===== config.mk =====
export PLATFORM = sky130hd
export DESIGN_NAME = alu_result_monitor
export DESIGN_NICKNAME = d
export VERILOG_FILES = /design/src/rtl/alu_result_monitor.sv
export SDC_FILE = /design/constraint.sdc
export NUM_CORES = 1
export LEC_CHECK = 0
export BUFFER_PORTS_ARGS = -buffer_cell sky130_fd_sc_hd__buf_2
export CORE_MARGIN = 4
export CORE_UTILIZATION = 55
export CTS_CLUSTER_DIAMETER = 40
export DETAILED_ROUTE_END_ITERATION = 6
export GPL_ROUTABILITY_DRIVEN = 0
export PLACE_DENSITY = 0.8
export SYNTH_ARGS = -nofsm -noshare
export SYNTH_HDL_FRONTEND = slang
export SYNTH_SLANG_ARGS = --single-unit

===== constraint.sdc =====
create_clock -name clk_i -period 6.9 [get_ports clk_i]
set_input_delay 1.035 -clock clk_i [delete_from_list [all_inputs] [get_ports clk_i]]
set_output_delay 1.035 -clock clk_i [all_outputs]
set_load 0.05 [all_outputs]

===== src/rtl/alu_result_monitor.sv =====
// Passive checker for a small ALU: recomputes each started command, scores the
// ALU's answer, counts lost commands and keeps a FWFT FIFO of scored records.
module alu_result_monitor #(
  parameter int FIFO_DEPTH = 8,
  parameter int TIMEOUT    = 15
) (
  input  logic        clk_i,
  input  logic        reset_i,
  input  logic        start_i,
  input  logic [2:0]  op_i,
  input  logic [7:0]  a_i,
  input  logic [7:0]  b_i,
  input  logic        done_i,
  input  logic [15:0] result_i,
  input  logic        rd_en_i,
  output logic        rec_valid_o,
  output logic [35:0] rec_data_o,
  output logic [15:0] pass_cnt_o,
  output logic [15:0] fail_cnt_o,
  output logic [7:0]  timeout_cnt_o,
  output logic        overflow_o,
  output logic        busy_o
);

  localparam int AW = $clog2(FIFO_DEPTH);
  localparam int TW = $clog2(TIMEOUT + 1);
  localparam logic [TW-1:0] TIMEOUT_V = TW'(TIMEOUT);
  localparam logic [TW-1:0] TIMER_ONE = TW'(1);
  localparam logic [AW:0]   PTR_ONE   = (AW + 1)'(1);

  typedef enum logic {ST_IDLE, ST_WAIT} state_t;

  state_t        state_q, state_d;
  logic [TW-1:0] timer_q, timer_d;
  logic [2:0]    op_q;
  logic [7:0]    a_q, b_q;
  logic          capture;
  logic [15:0]   pass_cnt_q, pass_cnt_d;
  logic [15:0]   fail_cnt_q, fail_cnt_d;
  logic [7:0]    timeout_cnt_q, timeout_cnt_d;
  logic          ovf_q, ovf_d;
  logic [AW:0]   wr_ptr_q, wr_ptr_d;
  logic [AW:0]   rd_ptr_q, rd_ptr_d;
  logic [35:0]   mem_q [FIFO_DEPTH];
  logic [35:0]   rec_new;
  logic [15:0]   exp_res;
  logic          match;
  logic          push, pop, wr_en, full, empty;
  logic [TW-1:0] timer_inc;

  function automatic logic [15:0] expected_result(input logic [2:0] op,
                                                  input logic [7:0] a,
                                                  input logic [7:0] b);
    case (op)
      3'd1:    return {7'd0, {1'b0, a} + {1'b0, b}};
      3'd2:    return {8'h00, a & b};
      3'd3:    return {8'h00, a ^ b};
      3'd4:    return 16'(a) * 16'(b);
      default: return 16'h0000;
    endcase
  endfunction

  function automatic logic [15:0] sat_inc16(input logic [15:0] v);
    return (v == 16'hFFFF) ? v : v + 16'd1;
  endfunction

  function automatic logic [7:0] sat_inc8(input logic [7:0] v);
    return (v == 8'hFF) ? v : v + 8'd1;
  endfunction

  assign exp_res   = expected_result(op_q, a_q, b_q);
  assign match     = (result_i == exp_res);
  assign rec_new   = {match, op_q, a_q, b_q, result_i};
  assign timer_inc = timer_q + TIMER_ONE;

  always_comb begin
    state_d       = state_q;
    timer_d       = timer_q;
    capture       = 1'b0;
    push          = 1'b0;
    pass_cnt_d    = pass_cnt_q;
    fail_cnt_d    = fail_cnt_q;
    timeout_cnt_d = timeout_cnt_q;
    case (state_q)
      ST_IDLE: begin
        if (start_i && (op_i >= 3'd1) && (op_i <= 3'd4)) begin
          capture = 1'b1;
          timer_d = '0;
          state_d = ST_WAIT;
        end
      end
      ST_WAIT: begin
        if (done_i) begin
          push    = 1'b1;
          state_d = ST_IDLE;
          if (match) pass_cnt_d = sat_inc16(pass_cnt_q);
          else       fail_cnt_d = sat_inc16(fail_cnt_q);
        end else if (timer_inc == TIMEOUT_V) begin
          timer_d       = '0;
          timeout_cnt_d = sat_inc8(timeout_cnt_q);
          state_d       = ST_IDLE;
        end else begin
          timer_d = timer_inc;
        end
      end
      default: state_d = ST_IDLE;
    endcase
  end

  // Record FIFO: one spare pointer bit separates full from empty.
  assign empty = (wr_ptr_q == rd_ptr_q);
  assign full  = (wr_ptr_q[AW] != rd_ptr_q[AW]) &&
                 (wr_ptr_q[AW-1:0] == rd_ptr_q[AW-1:0]);
  assign pop   = rd_en_i && !empty;
  assign wr_en = push && (!full || pop);

  always_comb begin
    wr_ptr_d = wr_en ? wr_ptr_q + PTR_ONE : wr_ptr_q;
    rd_ptr_d = pop   ? rd_ptr_q + PTR_ONE : rd_ptr_q;
    ovf_d    = ovf_q | (push && full && !pop);
  end

  always_ff @(posedge clk_i) begin
    if (reset_i) begin
      state_q       <= ST_IDLE;
      timer_q       <= '0;
      pass_cnt_q    <= '0;
      fail_cnt_q    <= '0;
      timeout_cnt_q <= '0;
      ovf_q         <= 1'b0;
      wr_ptr_q      <= '0;
      rd_ptr_q      <= '0;
    end else begin
      state_q       <= state_d;
      timer_q       <= timer_d;
      pass_cnt_q    <= pass_cnt_d;
      fail_cnt_q    <= fail_cnt_d;
      timeout_cnt_q <= timeout_cnt_d;
      ovf_q         <= ovf_d;
      wr_ptr_q      <= wr_ptr_d;
      rd_ptr_q      <= rd_ptr_d;
    end
  end

  // Command operands and FIFO storage carry no reset; empty masks stale data.
  always_ff @(posedge clk_i) begin
    if (capture) begin
      op_q <= op_i;
      a_q  <= a_i;
      b_q  <= b_i;
    end
    if (wr_en && !reset_i) mem_q[wr_ptr_q[AW-1:0]] <= rec_new;
  end

  assign rec_valid_o   = !empty;
  assign rec_data_o    = empty ? 36'h0 : mem_q[rd_ptr_q[AW-1:0]];
  assign pass_cnt_o    = pass_cnt_q;
  assign fail_cnt_o    = fail_cnt_q;
  assign timeout_cnt_o = timeout_cnt_q;
  assign overflow_o    = ovf_q;
  assign busy_o        = (state_q == ST_WAIT);

endmodule


==> out/results.tsv <==
metric	value	unit
Fin. Hold Viols	0	
Post-Syn Instances	1191	
status	completed	
Clock Sinks	364	
post-layout power	5.61	mW
Worst EP arrival	6.98	ns
Post-layout nets	1460	
vias after detailed routing	10700	
Synth Warn #	0	
cell depth of the worst setup path	18	
sequential share of the synthesized area	59.6	%
CP max stage cell	edfxtp_1	
skew final	0.0158	ns
Avg Inst Size Synth	14.6	sq um
Rel. slew slack	25.4	%
sw frac	26.8	%
GRT Total Usage	22.6	%
final setup violation count	0	
Synth top area share	53.1	%
final wirelength	38.7	mm
Final Critical Period	6.56	ns
Mapped Area	17400	sq um
Main synth FF type	edfxtp_1	
htree depth	2	
fillers	2152	
Die H	186	um
Post-synth EDFFs	307	
max incr delay on CP	0.70	ns
Initial DRC Count	1065	
cell family with most CP delay	adder cells	
critical setup path kind	reg2reg	
layout cells sized above 1	23.5	%
most frequent cells in the layout	edfxtp_1 (307), buf_2 (118), nor2_1 (100), mux4_2 (72), inv_1 (66)	
commonest non-fill, non-tap cell in the layout	edfxtp_1	
share of total power in combinational logic	15.5	%
Flop pwr share	43.4	%
Yosys cell types	69	
Reg2Reg Launch Point	b_q[7]$_DFFE_PP_	
Mapped Nets	1319	
Yosys reg bits	364	
Lkg Pwr	7.12	nW
maximum root-to-sink buffer count	3	
count of input and output buffers	118	
Root Driver	clkbuf_16	
synth top area cells	edfxtp_1 (53%), mux4_2 (9.3%), dfxtp_1 (6.6%), fa_1 (4.3%), ha_1 (3.7%)	
worst path bufs/invs	2	
Max Clk Rate	0.153	GHz
Worst VDD drop	0.000250	V
WL/cell	22.0	um
Setup crit start	b_q[7]$_DFFE_PP_	
total CTS buffers	44	
core area	30900	sq um
Crit. End Element	register	
Hold Path Class	reg2reg	
Max Slew Vio Count	0	
crit-path max FO	16	
Startpoint Class	register	
switching power	1.51	mW
CTS clk-pin slew, worst paths	0.06	ns
clk_lat worst skew	0.54	ns
pin count of the biggest net entering global routing	71	
WP data required	7.32	ns
# IOs	119	
Post-DP HPWL	23.9	mm
Clk pwr share	41.1	%
Worst R2R Path Depth	18	
Via density	6.07	
DRC errors left	0	
FF-to-FF setup slack	0.34	ns
critical path endpoint	fail_cnt_o[4]$_SDFFE_PP0P_	
area grow syn2layout	15.1	%
Initial Util	56.2	%
drt pass-1 iters	5	
Die ar.	34500	sq um
RSZ-0062 raised after global routing	no	
GR Overflow Total	0	
Max-cap violations	0	
CTS tree	done	
async set-reset flop share out of synthesis	0	%
most used cell, CP	fa_1	
Setup TNS	0	ns
Final period util	95.0	%
worst slew pin tran	1.12	ns
vias in the first global route	10800	
crit-path cells	nand2_1, fa_1, fa_1, fa_1, fa_1, inv_1, ha_1, nand2_2, o31a_1, a2111oi_4, mux2i_1, a2111oi_4, nand4_2, nor4_4, and2_1, buf_4, nor4_1, mux2_1	
row count	64	
area leader, netlist	edfxtp_1	
initial antenna violation count	0	
Final ANT Viol Nets	0	
Power Density	280	nW/um^2
Pint	4.10	mW
n_diodes	0	
Crit Reg-Reg Endpoint	fail_cnt_o[4]$_SDFFE_PP0P_	
Die W	186	um
first-pass GRT wire length	60.7	mm
## worst min-delay path by stage
stage,start,end,cells past startpoint
after floorplan,timer_q[3]$_SDFFE_PP0P_,timer_q[3]$_SDFFE_PP0P_,2
after global placement,overflow_o$_SDFF_PP0_,overflow_o$_SDFF_PP0_,2
after detailed placement,overflow_o$_SDFF_PP0_,overflow_o$_SDFF_PP0_,2
after CTS,overflow_o$_SDFF_PP0_,overflow_o$_SDFF_PP0_,2
after global routing,pass_cnt_o[6]$_SDFFE_PP0P_,pass_cnt_o[6]$_SDFFE_PP0P_,2
final,overflow_o$_SDFF_PP0_,overflow_o$_SDFF_PP0_,2
## worst register-to-register path: stages (launching register included)
cell and delay, ns:
edfxtp_1 0.70, nand2_1 0.17, fa_1 0.53, fa_1 0.52
fa_1 0.52, fa_1 0.55, inv_1 0.04, ha_1 0.36
nand2_2 0.08, o31a_1 0.36, a2111oi_4 0.43, mux2i_1 0.18
a2111oi_4 0.35, nand4_2 0.17, nor4_4 0.40, and2_1 0.41
buf_4 0.29, nor4_1 0.09, mux2_1 0.32
## per-layer routing
metal / global-route usage [%] / wire (um) / vias to the layer above / share of wire [%]
met5: 0 / 0 / - / 0
met4: 6.03 / 1010 / 0 / 2.6
met3: 3.05 / 2560 / 86 / 6.6
met2: 37.4 / 19300 / 414 / 50
met1: 32.0 / 15800 / 5426 / 41
li1: - / - / 4777 / -
## state kept, by name, summed over array words and instances, names as in the netlist, named ones only
| signal | flops |
|---|---|
| mem_q | 288 |
| fail_cnt_o | 16 |
| pass_cnt_o | 16 |
| a_q | 8 |
| b_q | 8 |
| timeout_cnt_o | 8 |
| rd_ptr_q | 4 |
| timer_q | 4 |
| wr_ptr_q | 4 |
| op_q | 3 |
| busy_o | 1 |
| overflow_o | 1 |
## cells in the mapped netlist (4+ instances only)
master      n
edfxtp_1  307
nor2_1    106
or3_1      19
nand2_1    58
mux2_1      7
nor3_1     11
nand3_1    18
dfxtp_1    57
and2_1     37
xor2_1     13
o21ai_0    26
nor4b_1     4
fa_1       37
a21o_1      4
and3_1      4
nand3b_1    6
buf_1      11
mux2i_1    52
o31ai_1     9
mux2_4      5
a211oi_1    8
nand2b_1   11
nor4bb_1    4
ha_1       51
nand4_1    10
a21oi_1    40
o22ai_1     4
or4_1       6
inv_1      66
xnor2_1    20
nor2b_1    16
clkbuf_1   31
o211ai_1    4
mux4_2     72
## power groups by stage
stage                     combinational [mW]  sequential (mW)  clock (mW)
after floorplan                        0.670             2.46           0
after global placement                 0.834             2.48           0
after detailed placement               0.853             2.48           0
after CTS                              0.861             2.44        2.33
after global routing                   0.953             2.44        2.44
final                                  0.869             2.43        2.30
## area by class of cell
| class | instances | area (sq um) | area share [%] |
|---|---|---|---|
| clock buffer | 47 | 1110 | 5.56 |
| clock inverter | 33 | 362 | 1.81 |
| inverter | 66 | 248 | 1.24 |
| multi-input combinational | 713 | 6640 | 33.2 |
| sequential | 364 | 10400 | 51.8 |
| tap | 396 | 495 | 2.48 |
| timing repair buffer | 143 | 778 | 3.89 |
## kinds of logic (layout without fill, tap and decap cells)
logic type / after synthesis / in the layout / share of synthesized area [%]
mux: 137 / 137 / 13.3
buf+inv: 114 / 289 / 2.61
xor+xnor: 33 / 33 / 1.66
fa+ha+maj: 88 / 88 / 7.94
compound gates: 122 / 122 / 4.72
simple gates: 333 / 333 / 10.2
flops: 364 / 364 / 59.6
## metrics by stage
stage	hold slack [ns]	instances	worst slack (ns)	cell area (sq um)	util, %
final	0.486	1762	0.345	20000	64.7
after floorplan	0.467	1191	1.07	17400	-
after CTS	0.486	1759	0.203	20000	64.6
after detailed placement	0.469	1679	0.242	18500	59.9
after global placement	0.455	1679	0.441	18500	59.9
after global routing	0.511	1762	0.0238	20000	64.7
## repair_timing
action	4_1_cts	5_1_grt
hold buffers	0	0
resized for setup	0	0
endpoints found under the setup margin	0	16
setup buffers	0	3
Power figures use the tool's default switching activity.
